===== config.mk =====
export PLATFORM = sky130hd
export DESIGN_NAME = digital_thermometer
export DESIGN_NICKNAME = d
export VERILOG_FILES = /design/src/rtl/thermo_pkg.sv /design/src/rtl/thermo_seg_enc.sv /design/src/rtl/digital_thermometer.sv
export SDC_FILE = /design/constraint.sdc
export NUM_CORES = 1
export LEC_CHECK = 0
export CORE_MARGIN = 2
export CORE_UTILIZATION = 49
export CTS_CLUSTER_SIZE = 40
export DETAILED_ROUTE_END_ITERATION = 6
export MAX_ROUTING_LAYER = met4
export PLACE_DENSITY = 0.9
export REMOVE_ABC_BUFFERS = 1
export SLEW_MARGIN = 20
export SYNTH_ARGS = -nofsm -noshare
export SYNTH_HDL_FRONTEND = slang
export SYNTH_SLANG_ARGS = --single-unit

===== constraint.sdc =====
create_clock -name clk -period 3.3 [get_ports clk]
set_input_delay 0.33 -clock clk [delete_from_list [all_inputs] [get_ports clk]]
set_output_delay 0.33 -clock clk [all_outputs]
set_load 0.02 [all_outputs]

===== src/rtl/thermo_pkg.sv =====
// Shared types and constants for the digital thermometer.
//   thermo_class_e : displayed/candidate temperature class (2 bits)
//   GLYPH_*        : 7-segment patterns, bit order {g,f,e,d,c,b,a}
//   DEF_*          : default thresholds and filter depth
package thermo_pkg;

    localparam int unsigned TEMP_W         = 8;
    localparam int unsigned SEG_W          = 7;
    localparam int unsigned DEF_COLD_TH    = 20;
    localparam int unsigned DEF_HOT_TH     = 40;
    localparam int unsigned DEF_STABLE_CNT = 2;

    typedef enum logic [1:0] {
        CLS_NONE   = 2'd0,
        CLS_COLD   = 2'd1,
        CLS_NORMAL = 2'd2,
        CLS_HOT    = 2'd3
    } thermo_class_e;

    localparam logic [SEG_W-1:0] GLYPH_NONE   = 7'b0000000;
    localparam logic [SEG_W-1:0] GLYPH_COLD   = 7'b0111001;  // "C"
    localparam logic [SEG_W-1:0] GLYPH_NORMAL = 7'b1010100;  // "n"
    localparam logic [SEG_W-1:0] GLYPH_HOT    = 7'b1110110;  // "H"

    // Both thresholds are inclusive in the NORMAL band.
    function automatic thermo_class_e classify_temp(
        input logic [TEMP_W-1:0] t,
        input logic [TEMP_W-1:0] cold_th,
        input logic [TEMP_W-1:0] hot_th
    );
        if (t < cold_th) begin
            return CLS_COLD;
        end
        if (t > hot_th) begin
            return CLS_HOT;
        end
        return CLS_NORMAL;
    endfunction

endpackage


===== src/rtl/thermo_seg_enc.sv =====
// Combinational class -> 7-segment glyph encoder.
//   cls     : temperature class
//   glyph_c : segment pattern {g,f,e,d,c,b,a}, active-high
module thermo_seg_enc
    import thermo_pkg::*;
(
    input  thermo_class_e    cls,
    output logic [SEG_W-1:0] glyph_c
);

    always_comb begin
        glyph_c = GLYPH_NONE;
        case (cls)
            CLS_COLD:   glyph_c = GLYPH_COLD;
            CLS_NORMAL: glyph_c = GLYPH_NORMAL;
            CLS_HOT:    glyph_c = GLYPH_HOT;
            CLS_NONE:   glyph_c = GLYPH_NONE;
        endcase
    end

endmodule


===== src/rtl/digital_thermometer.sv =====
// Temperature classifier with flicker filter and front-panel drive.
//   clk    : system clock, rising edge
//   rst    : asynchronous active-high reset
//   temp   : unsigned temperature in degrees C
//   seg    : registered 7-segment glyph {g,f,e,d,c,b,a}
//   hot    : registered, displayed class is HOT
//   normal : registered, displayed class is NORMAL
//   cold   : registered, displayed class is COLD
module digital_thermometer
    import thermo_pkg::*;
#(
    parameter int unsigned COLD_TH    = DEF_COLD_TH,
    parameter int unsigned HOT_TH     = DEF_HOT_TH,
    parameter int unsigned STABLE_CNT = DEF_STABLE_CNT
) (
    input  logic              clk,
    input  logic              rst,
    input  logic [TEMP_W-1:0] temp,
    output logic [SEG_W-1:0]  seg,
    output logic              hot,
    output logic              normal,
    output logic              cold
);

    localparam int unsigned       CNT_W   = $clog2(STABLE_CNT + 1);
    localparam logic [CNT_W-1:0]  CNT_MAX = CNT_W'(STABLE_CNT);
    localparam logic [TEMP_W-1:0] COLD_T  = TEMP_W'(COLD_TH);
    localparam logic [TEMP_W-1:0] HOT_T   = TEMP_W'(HOT_TH);

    logic [TEMP_W-1:0] temp_q;
    logic [CNT_W-1:0]  cnt;
    logic [CNT_W-1:0]  cnt_n;
    thermo_class_e     cand;
    thermo_class_e     pend;
    thermo_class_e     pend_n;
    thermo_class_e     disp;
    thermo_class_e     disp_n;
    logic [SEG_W-1:0]  glyph_c;

    // Classification of the sampled temperature.
    always_comb begin
        cand = classify_temp(temp_q, COLD_T, HOT_T);
    end

    // Stability filter next state. Outputs are registered from disp_n so the
    // panel changes on the same edge the displayed class does.
    always_comb begin
        pend_n = pend;
        cnt_n  = cnt;
        disp_n = disp;
        if (cand == disp) begin
            cnt_n  = '0;
            pend_n = cand;
        end else if (cand == pend) begin
            if (cnt != CNT_MAX) begin
                cnt_n = cnt + CNT_W'(1);
            end
        end else begin
            pend_n = cand;
            cnt_n  = CNT_W'(1);
        end
        if (cnt_n == CNT_MAX) begin
            disp_n = pend_n;
            cnt_n  = '0;
        end
    end

    thermo_seg_enc u_seg_enc (
        .cls     (disp_n),
        .glyph_c (glyph_c)
    );

    // Sample register, filter state and registered panel outputs.
    always_ff @(posedge clk or posedge rst) begin
        if (rst) begin
            temp_q <= '0;
            cnt    <= '0;
            pend   <= CLS_NONE;
            disp   <= CLS_NONE;
            seg    <= GLYPH_NONE;
            hot    <= 1'b0;
            normal <= 1'b0;
            cold   <= 1'b0;
        end else begin
            temp_q <= temp;
            cnt    <= cnt_n;
            pend   <= pend_n;
            disp   <= disp_n;
            seg    <= glyph_c;
            hot    <= (disp_n == CLS_HOT);
            normal <= (disp_n == CLS_NORMAL);
            cold   <= (disp_n == CLS_COLD);
        end
    end

endmodule


==> results.sh <==
export IMPL_outcome="finished clean"
export IMPL_yosysWarnings=0
export IMPL_p_per_area_mw_per_mm2=726.6
export IMPL_endpoint_kind="flip-flop"
export IMPL_area_growth_pct=25.85
export IMPL_clkLatencyLatePin_ns=0.29
export IMPL_grt_pass1_vias=502
export IMPL_synth_seq_cells=19
export IMPL_clk_pin_slew_ns=0.10
export IMPL_grt_pass1_wl_um=2063
export IMPL_dieWidth_um=43.76
export IMPL_port_buffers=19
export IMPL_ys_types=21
export IMPL_start_util_pct=52.02
export IMPL_peakVddDrop_mv=0.5544
export IMPL_crit_path_max_incr_delay_ns=0.52
export IMPL_num_rows=14
export IMPL_critPathSlowestCell="nor4b_4"
export IMPL_gr_total_overflow=0
export IMPL_relSlewSlack_pct=54.32
export IMPL_cts_tree="built"
export IMPL_start_kind="flip-flop"
export IMPL_dr_pass1_iters=4
export IMPL_fin_crit_sh_pct=72.55
export IMPL_cp_top_family="compound AO/OA/AOI/OAI gates"
export IMPL_grt_use_total_pct=16.14
export IMPL_clk_path_buf_depth=2
export IMPL_grt_max_degree=20
export IMPL_pre_cts_ws_ns=0.9461
export IMPL_synth_area_um2=774.5
export IMPL_vias=508
export IMPL_numCtsBuffers=3
export IMPL_synthCells=61
export IMPL_power_leakage_nw=0.4106
export IMPL_drc_errors=0
export IMPL_seq_area_frac_synth_pct=61.39
export IMPL_drt_met1_wl_um=535
export IMPL_avgSynthCellArea_um2=12.70
export IMPL_layout_drive_gt1_share_pct=6.329
export IMPL_core_mm2=0.001489
export IMPL_cts_sinks=19
export IMPL_fmax_mhz=417.7
export IMPL_cp_arrival_ns=2.57
export IMPL_hp_class="input port to async pin"
export IMPL_rsz0062_at_grt="no"
export IMPL_finalCriticalPeriod_ns=2.394
export IMPL_post_cts_resized=0
export IMPL_crit_chain="o311a_1 > a211o_1 > o32a_1 > nor4b_4 > mux2_1"
export IMPL_fin_util_pct=65.46
export IMPL_boundaryPins=20
export IMPL_via_per_inst=5.347
export IMPL_final_nets=91
export IMPL_worst_pin_slew_ns=0.6845
export IMPL_nFillCells=112
export IMPL_routedWlPerCell_um=13.68
export IMPL_skew_ns=0.004432
export IMPL_layout_setup_ws_ns=0.9060
export IMPL_critPathBufInv=0
export IMPL_ctsHoldBuffers=0
export IMPL_gp_congestion=0.7702
export IMPL_wirelength_um=1300
export IMPL_hold_viol=0
export IMPL_critPathRequiredTime_ns=3.48
export IMPL_r2r_slack_ns=0.91
export IMPL_dr_wl_met3_um=48
export IMPL_cts_setup_buffers=0
export IMPL_antennaDiodeCount=0
export IMPL_dieArea_mm2=0.001915
export IMPL_path_max_fanout=7
export IMPL_drtIter0Drc=4
export IMPL_dp_hpwl_um=952.7
export IMPL_setup_violations=0
export IMPL_drv_cap=0
export IMPL_setup_tns_ns=0
export IMPL_finalMaxSlewViolations=0
export IMPL_dr_wl_met2_um=701
export IMPL_chipHeight_um=43.76
export IMPL_htree_levels=1
export IMPL_antenna_found_initial=0
export IMPL_path_class="flip-flop to flip-flop"
export IMPL_ant_nets=0
export IMPL_root_buffer="clkbuf_4"
export IMPL_top_layer="met4"
synthesized netlist by cell type, drive strengths merged:
master / count / share of area, %
and3: 2 / 1.6
mux2i: 3 / 3.9
a211oi: 1 / 0.97
o32a: 1 / 1.3
o32ai: 1 / 1.1
o21ai: 1 / 0.65
buf: 5 / 4.8
o311ai: 1 / 1.1
nor2: 3 / 1.5
nand2: 5 / 2.4
ha: 1 / 1.6
nand2b: 1 / 0.81
nor3: 2 / 1.3
nor4b: 1 / 3.1
inv: 5 / 2.4
a21oi: 2 / 1.3
dfrtp: 19 / 61
o311a: 1 / 1.3
mux2: 3 / 4.4
or3: 1 / 0.81
a211o: 2 / 2.3
worst reg2reg max path: cells and delay by family (launching register included):
kind | cells | cell delay [ns]
AND/OR/NAND/NOR | 1 | 0.52
AO/OA/AOI/OAI | 3 | 0.96
multiplexers | 1 | 0.39
flip-flops | 1 | 0.41
layout by cell type, fill, tap and decap left out, types with 3 or more instances in the layout:
cell type / instances
nand2_1: 5
dfrtp_1: 19
clkdlybuf4s50_1: 19
clkbuf_4: 3
inv_1: 5
mux2i_1: 3
nor2_1: 3
mux2_1: 3
per-stage QoR:
stage	hold WS, ns	instances	instance area, um^2	power [mW]
final	0.4248	95	974.7	0.7082
after global routing	0.4484	95	974.7	0.7504
after CTS	0.4343	95	974.7	0.7164
after detailed placement	0.5752	91	947.2	0.5996
after global placement	0.5575	91	947.2	0.5900
after floorplan	0.2811	56	737.0	0.4708
worst paths after layout:
check	start	depth (start not counted)	to
min reg2reg	disp[0]$_DFF_PP0_	1	seg[4]$_DFF_PP0_
max reg2reg	temp_q[2]$_DFF_PP0_	5	seg[5]$_DFF_PP0_
max in group asynchronous	rst	2	seg[5]$_DFF_PP0_
min	rst	2	seg[1]$_DFF_PP0_
max	temp_q[2]$_DFF_PP0_	5	seg[5]$_DFF_PP0_
min in group clk	temp[0]	1	temp_q[0]$_DFF_PP0_
flip-flops by register name, summed over array words and instances (netlist names):
register	cells
cnt	2
disp	1
normal	1
pend	2
seg	5
temp_q	8
layout make-up:
| type | count | area, um^2 | area share (%) |
|---|---|---|---|
| clock buffers | 3 | 22.52 | 2.311 |
| clock inverters | 1 | 5.005 | 0.5135 |
| inverters | 5 | 18.77 | 1.926 |
| multi-input cells | 32 | 242.7 | 24.90 |
| flip-flops and latches | 19 | 475.5 | 48.78 |
| well taps | 16 | 20.02 | 2.054 |
| repair buffers | 19 | 190.2 | 19.51 |
metal layers:
| metal | vias to the layer above | global-route usage [%] |
|---|---|---|
| li1 | 245 | - |
| met1 | 247 | 17.31 |
| met2 | 14 | 26.18 |
| met3 | 2 | 5.000 |
| met4 | 0 | 9.091 |
| met5 | - | - |
kinds of logic after synthesis:
family / count (synthesis) / share of synthesized area (%)
multiplexers: 6 / 8.239
adder cells (fa/ha/maj): 1 / 1.615
AND/OR/NAND/NOR: 15 / 11.47
AO/OA/AOI/OAI: 10 / 10.02
buffers and inverters: 10 / 7.271
flip-flops: 19 / 61.39
report_power, final:
| group | switching [mW] | internal, mW | leakage (nW) | total [mW] |
|---|---|---|---|---|
| clock network | 0.0683 | 0.0451 | 0.0177 | 0.113 |
| registers | 0.0316 | 0.277 | 0.214 | 0.309 |
| logic | 0.146 | 0.140 | 0.179 | 0.286 |
| total | 0.246 | 0.463 | 0.411 | 0.708 |
Power figures use the tool's default switching activity.
